`src/rtl/dctq_quant_ctrl.sv`:
```
// dctq_quant_ctrl: sequences one 8x8 block of signed DCT coefficients through
// an external pipelined signed multiplier. Each coefficient is paired with its
// reciprocal from an internal table. The product is rounded half-up and
// scaled, then emitted with its index.
module dctq_quant_ctrl #(
  parameter int N_COEF  = 64,
  parameter int MUL_LAT = 8,
  parameter int SHIFT   = 7
) (
  input  logic                              clk,
  input  logic                              rst_n,
  input  logic                              start,
  output logic                              busy,
  output logic                              done,
  output logic                              coef_rd,
  output logic [$clog2(N_COEF)-1:0]         coef_addr,
  input  logic [10:0]                       coef_data,
  input  logic                              q_wr_en,
  input  logic [$clog2(N_COEF)-1:0]         q_wr_addr,
  input  logic [7:0]                        q_wr_data,
  output logic [10:0]                       mul_n1,
  output logic [7:0]                        mul_n2,
  input  logic [18:0]                       mul_result,
  output logic                              out_valid,
  output logic [$clog2(N_COEF)-1:0]         out_idx,
  output logic [11:0]                       out_data
);

  localparam int IDX_W  = $clog2(N_COEF);
  // Tracking depth: one cycle for the read, one for the operand register,
  // then the multiplier latency. The tail lines up with mul_result.
  localparam int STAGES = 2 + MUL_LAT;
  localparam logic [IDX_W-1:0]   LAST = IDX_W'(N_COEF - 1);
  localparam logic signed [18:0] RND  = 19'sd1 <<< (SHIFT - 1);

  typedef enum logic [1:0] {IDLE, ISSUE, DRAIN} state_t;

  state_t                          state;
  logic [STAGES-1:0]               vld_pipe;
  logic [STAGES-1:0][IDX_W-1:0]    idx_pipe;
  logic [7:0]                      qtab [N_COEF];
  logic signed [18:0]              prod_rnd;

  assign prod_rnd = $signed(mul_result) + RND;

  // Block sequencer: issue one read per cycle, then wait for in-flight work.
  always_ff @(posedge clk or negedge rst_n) begin
    if (!rst_n) begin
      state     <= IDLE;
      busy      <= 1'b0;
      coef_rd   <= 1'b0;
      coef_addr <= '0;
    end else begin
      case (state)
        IDLE: if (start) begin
          state     <= ISSUE;
          busy      <= 1'b1;
          coef_rd   <= 1'b1;
          coef_addr <= '0;
        end
        ISSUE: if (coef_addr == LAST) begin
          state     <= DRAIN;
          coef_rd   <= 1'b0;
          coef_addr <= '0;
        end else begin
          coef_addr <= coef_addr + 1'b1;
        end
        DRAIN: if (vld_pipe == '0) begin
          state <= IDLE;
          busy  <= 1'b0;
        end
        default: state <= IDLE;
      endcase
    end
  end

  // Quant table. It has no reset, and it is frozen while a block is in flight.
  always_ff @(posedge clk) begin
    if (q_wr_en && !busy) qtab[q_wr_addr] <= q_wr_data;
  end

  // Tracking pipe: {valid, idx} follows each read toward the multiplier output.
  always_ff @(posedge clk or negedge rst_n) begin
    if (!rst_n) begin
      vld_pipe <= '0;
      idx_pipe <= '0;
    end else begin
      vld_pipe <= {vld_pipe[STAGES-2:0], coef_rd};
      idx_pipe <= {idx_pipe[STAGES-2:0], coef_addr};
    end
  end

  // Operand register: the coefficient arrives one cycle after its read.
  always_ff @(posedge clk or negedge rst_n) begin
    if (!rst_n) begin
      mul_n1 <= '0;
      mul_n2 <= '0;
    end else if (vld_pipe[0]) begin
      mul_n1 <= coef_data;
      mul_n2 <= qtab[idx_pipe[0]];
    end
  end

  // Output stage: round half-up and arithmetic-shift the product.
  always_ff @(posedge clk or negedge rst_n) begin
    if (!rst_n) begin
      out_valid <= 1'b0;
      out_idx   <= '0;
      out_data  <= '0;
      done      <= 1'b0;
    end else begin
      out_valid <= vld_pipe[STAGES-1];
      done      <= vld_pipe[STAGES-1] && (idx_pipe[STAGES-1] == LAST);
      if (vld_pipe[STAGES-1]) begin
        out_idx  <= idx_pipe[STAGES-1];
        out_data <= 12'(prod_rnd >>> SHIFT);
      end
    end
  end

endmodule

```
`config.mk`:
```
export PLATFORM = sky130hd
export DESIGN_NAME = dctq_quant_ctrl
export DESIGN_NICKNAME = d
export VERILOG_FILES = /design/src/rtl/dctq_quant_ctrl.sv
export SDC_FILE = /design/constraint.sdc
export NUM_CORES = 1
export LEC_CHECK = 0
export ABC_AREA = 1
export ABC_CLOCK_PERIOD_IN_PS = 3100
export CORE_MARGIN = 2
export CORE_UTILIZATION = 50
export DETAILED_ROUTE_END_ITERATION = 8
export HOLD_SLACK_MARGIN = 0.12
export PLACE_DENSITY_LB_ADDON = 0.08
export RECOVER_POWER = 50
export SKIP_CTS_REPAIR_TIMING = 1
export SLEW_MARGIN = 0
export SYNTH_ARGS = -nofsm -noshare
export SYNTH_HDL_FRONTEND = slang
export SYNTH_SLANG_ARGS = --single-unit
```
`constraint.sdc`:
```
create_clock -name clk -period 3.1 [get_ports clk]
set_clock_uncertainty 0.1 [all_clocks]
set_input_delay 0.62 -clock clk [delete_from_list [all_inputs] [get_ports clk]]
set_output_delay 0.62 -clock clk [all_outputs]
set_load 0.05 [all_outputs]
```
## Word-level counts from Yosys, hierarchy flattened

Memories as Yosys holds them, arrays and structs flattened. A register that Yosys moved wholly into a read port is not among the register bits.
Index checks and enable logic that the tools add are counted.

- Add/subtract/negate cells: 2
- Equal/unequal tests: 7
- Multiplexer cells: 14
- Reduce and logical (&&, ||, !) cells: 12

Operators by type and width:

| operator | count |
|---|---|
| adder 19 x 8 -> 19 bit (second input constant) | 1 |
| == test 6 bit (second input constant) | 2 |
| 2-to-1 mux 6 bit | 2 |
| case mux 6 bit (2 select lines) | 1 |
| zero test 10 bit | 1 |
| AND reduction 3 bit | 3 |
| adder 6 x 1 -> 6 bit (second input constant) | 1 |
| 2-to-1 mux 2 bit | 3 |
| inequality test 2 bit (second input constant) | 3 |
| case mux 2 bit (3 select lines) | 1 |
| 2-to-1 mux 1 bit | 5 |
| case mux 1 bit (2 select lines) | 2 |
| nonzero test 2 bit | 2 |
| == test 2 x 1 -> 1 bit (second input constant) | 1 |
| == test 2 bit (second input constant) | 1 |
| logical AND 1 bit | 2 |
| zero test 1 bit | 2 |
| zero test 2 bit | 1 |
| AND reduction 2 bit | 1 |

- Bits in registers: 111
- Memory bits (writable): 512
- Input port bits: 48
- Output and inout port bits: 47
- Logic and storage cells: 56
- Memories: 1

Memory list:

| memory | words | width | read ports | clocked after memory_dff | write ports | RTL line | text |
|---|---|---|---|---|---|---|---|
| qtab | 64 | 8 | 1 | 1 | 1 | 41 | `logic [7:0] qtab [N_COEF];` |

## Depth between registers and ports, before layout

- Depth after elaboration: 4
- Mapped depth: 14
- Gate-level depth less buffers: 11

## Least setup slack after synthesis

No wires, ideal clock.

- Path type: reg2reg
- Start point: register busy
- End point: memory qtab[48][0], enable pin
- Library setup time: 0.395 ns
- Data arrival time: 2.015 ns
- Slack: 0.590 ns
- Stages on the path, launching flop included: 4
- Period minus slack after synthesis: 2.510 ns
- Path through: dfrtp_1 nor2_2 nand4_1 nor4_1

- Cells in the longest elaborated chain, start to end: 4

Ends and longest elaborated chain:

| item | RTL line | text |
|---|---|---|
| start, declared | 13 | `output logic busy,` |
| start signal, assigned | 50 | `busy <= 1'b0;` |
| start signal, assigned | 57 | `busy <= 1'b1;` |
| start signal, assigned | 70 | `busy <= 1'b0;` |
| zero test 1 bit | 79 | `if (q_wr_en && !busy) qtab[q_wr_addr] <= q_wr_data;` |
| logical AND 1 bit | 79 |  |
| 2-to-1 mux 1 bit | 79 |  |
| 2-to-1 mux 1 bit (not written as such) | 79 |  |
| end, declared | 41 |  |

Every way passes these cells.

## Final worst setup path

- Start point: register busy
- End point: output port busy

No word-level cell between the ends.

==> qor.txt <==
outcome - finished with violations
failing checks - max-capacitance violations, max-slew violations
count of standard-cell rows - 81
most frequent cells in the layout - nand2_1, edfxtp_1, nand3_1, dfrtp_1, buf_4
latest clock arrival within the worst-skew pair - 0.59 ns
Core Area - 0.04905 sq mm
Max-Cap Viols - 8
wire length of the first global-routing pass - 91160 um
synthesized net count - 2140
Yosys top cell by area - edfxtp_1
cell at the root of the clock tree - clkbuf_16
Pre-Repair DR Iteration Count - 6
power per cell area - 602.6 mW/mm^2
final estimated routing congestion in global placement - 0.8308
Achievable Freq - 0.3753 GHz
worst path required time - 2.38 ns
Bufs and invs on worst path - 1
overflow left after global routing - 0
final total negative setup slack - 0 ns
Crit. End Element - output pin
ratio of routed vias to standard cells - 5.446
count of antenna-violating nets left after detailed routing - 0
top cells by area, synth - edfxtp_1, dfrtp_1, nand2_1
number of DRC markers after the initial detailed-route iteration - 1629
Detailed Place HPWL - 35900 um
TritonCTS clock tree - built
#FFs+latches synth - 631
Worst Setup Start Kind - flop
effective utilization at floorplan - 0.5078
Global Route met2 Usage - 0.3849
vias in the first global route - 15570
total wire length - 60290 um
chip width - 227.2 um
Mapped Area - 0.02491 sq mm
Hold/Removal Path Class - reg2reg
Overall Power - 17390 uW
cell count after synthesis - 2090
crit-path max FO - 3
drc violations - 0
final setup vio count - 0
die area - 0.05162 sq mm
average routed wire per standard cell - 20.40 um
Lkg Pwr - 0.01076 uW
clock net sink count - 631
clock-pin slew on the worst setup and hold paths - 0.06 ns
count of antenna diodes in the layout - 0
Top delay family on crit path - buffers and inverters
RSZ-0062 raised after global routing - false
syn avg cell area - 11.92 sq um
sequence of cells on the critical path - clkdlybuf4s50_1
area added between synthesis and finish - 15.87%
vertical die dimension - 227.2 um
Relative slew margins - -0.1463
largest family of logic cells by synthesized area - simple AND/OR/NAND/NOR gates
worst supply voltage drop on vdd - 524.2 uV
routing usage on met3 - 0.04491
Final min period - 2.665 ns
portion of the post-synthesis area used by sequential elements - 0.7368
number of levels the H-tree was split into - 3
post-synthesis compound-gate area fraction - 0.004069
post-synthesis adder-cell area fraction - 0.001005
net count of the finished layout - 2293
fraction of final layout cells sized beyond drive strength 1 - 0.08992
met1 track utilization from global routing - 0.3331
count of warnings emitted by yosys - 0
count of port buffers added during placement - 88
period utilisation layout - 0.8595
number of distinct library cell variants in the gate-level netlist after synthesis - 30
multiplexer share of the synthesized area - 0
antenna violations before repair - 3
type of the worst setup path - reg2out
vias after detailed routing - 16090
clock buffer depth - 3
Worst path slowest cell - clkdlybuf4s50_1
leading cell type in the layout, fill and taps excluded - nand2_1
Simple-Gate Fraction of Synth Area - 0.2209
largest incremental delay on the critical path - 0.86 ns
Worst Tran Pin Value - 1.719 ns
boundary pin count - 95
number of failing hold endpoints at the final stage - 0
core utilization of the finished layout - 0.5884
area share of the largest cell type after synthesis - 0.6172
combined global-route utilization of all metal layers - 0.2382
Final Max Tran Viols - 356
largest net degree at the start of global routing - 154
layer carrying the most global-route usage - met2
CTS buffer count - 67
xor/xnor share of the synthesized area - 0.001406
crit path DAT - 1.94 ns
-- per-layer routing --
metal  routed length [um]  up-vias
li1                     -     7583
met5                   21        -
met3                 4107      117
met1                26130     7813
met2                28640      576
met4                 1382        4
-- path summary, 6_finish.rpt --
path	startpoint	to	cells past startpoint	slack, ns
min in group asynchronous	rst_n	vld_pipe[5]	2	0.66
worst min-delay path	idx_pipe[37]	idx_pipe[43]	0	0.25
worst max register to register	idx_pipe[1]	mul_n2[0]	11	0.45
max in group asynchronous	rst_n	mul_n1[8]	4	0.69
worst max-delay path	busy	busy	1	0.44
worst min register to register	idx_pipe[37]	idx_pipe[43]	0	0.25
-- cell families (layout without fill, tap and decap cells) --
kind of cell | after synthesis | count (layout)
simple gates | 1284 | 1284
flops | 631 | 631
buf+inv | 151 | 352
compound gates | 18 | 18
xor+xnor | 4 | 4
fa+ha+maj | 2 | 2
-- cell type report --
| cell class | instances | area, sq um |
|---|---|---|
| fill | 4089 | 20190 |
| sequential | 631 | 18360 |
| multi-input combinational | 1308 | 5663 |
| clock buffer | 97 | 1969 |
| timing repair buffer | 203 | 1763 |
| tap | 664 | 830.8 |
| clock inverter | 20 | 146.4 |
| inverter | 32 | 127.6 |
-- synthesized netlist by cell type --
cell / count
nor3_1: 1
nor3b_1: 1
buf_6: 21
nor4_1: 11
nor2_2: 2
o21ai_0: 9
buf_1: 4
inv_2: 1
nand3b_1: 1
edfxtp_1: 512
nand2_1: 702
a21oi_1: 2
inv_6: 1
o22ai_1: 1
nand3_1: 483
xor2_1: 3
a31oi_1: 4
o31ai_1: 2
buf_8: 2
nand4_1: 11
buf_2: 47
dfrtp_1: 119
inv_1: 29
ha_1: 2
clkinv_1: 1
nor3b_2: 1
buf_4: 22
xnor2_1: 1
clkbuf_1: 23
nor2_1: 71
-- registers in the layout, indices dropped and copies added, names as in the netlist --
name,cells
out_valid,1
out_idx,6
idx_pipe,60
out_data,12
busy,1
done,1
mul_n1,11
mul_n2,8
qtab,512
vld_pipe,10
coef_rd,1
state,2
coef_addr,6
-- report_power, final --
part / internal, uW / switching (uW) / leakage [uW]
sequential: 9250 / 19.5 / 0.00597
clock: 4570 / 3110 / 0.00102
combinational: 112 / 334 / 0.00377
total: 13900 / 3470 / 0.0108
-- stage by stage --
step / setup WS (ns) / instances / hold WS (ns) / instance area (sq um)
6_report: 0.4355 / 2955 / 0.2469 / 28860
5_1_grt: 0.3267 / 2955 / 0.2488 / 28860
4_1_cts: 0.3697 / 2954 / -0.08656 / 28940
3_5_place_dp: 0.1750 / 2837 / 0.2347 / 26830
3_3_place_gp: 0.2092 / 2837 / 0.2321 / 26830
2_1_floorplan: 0.5902 / 2090 / 0.2244 / 24910
Power figures use the tool's default switching activity.
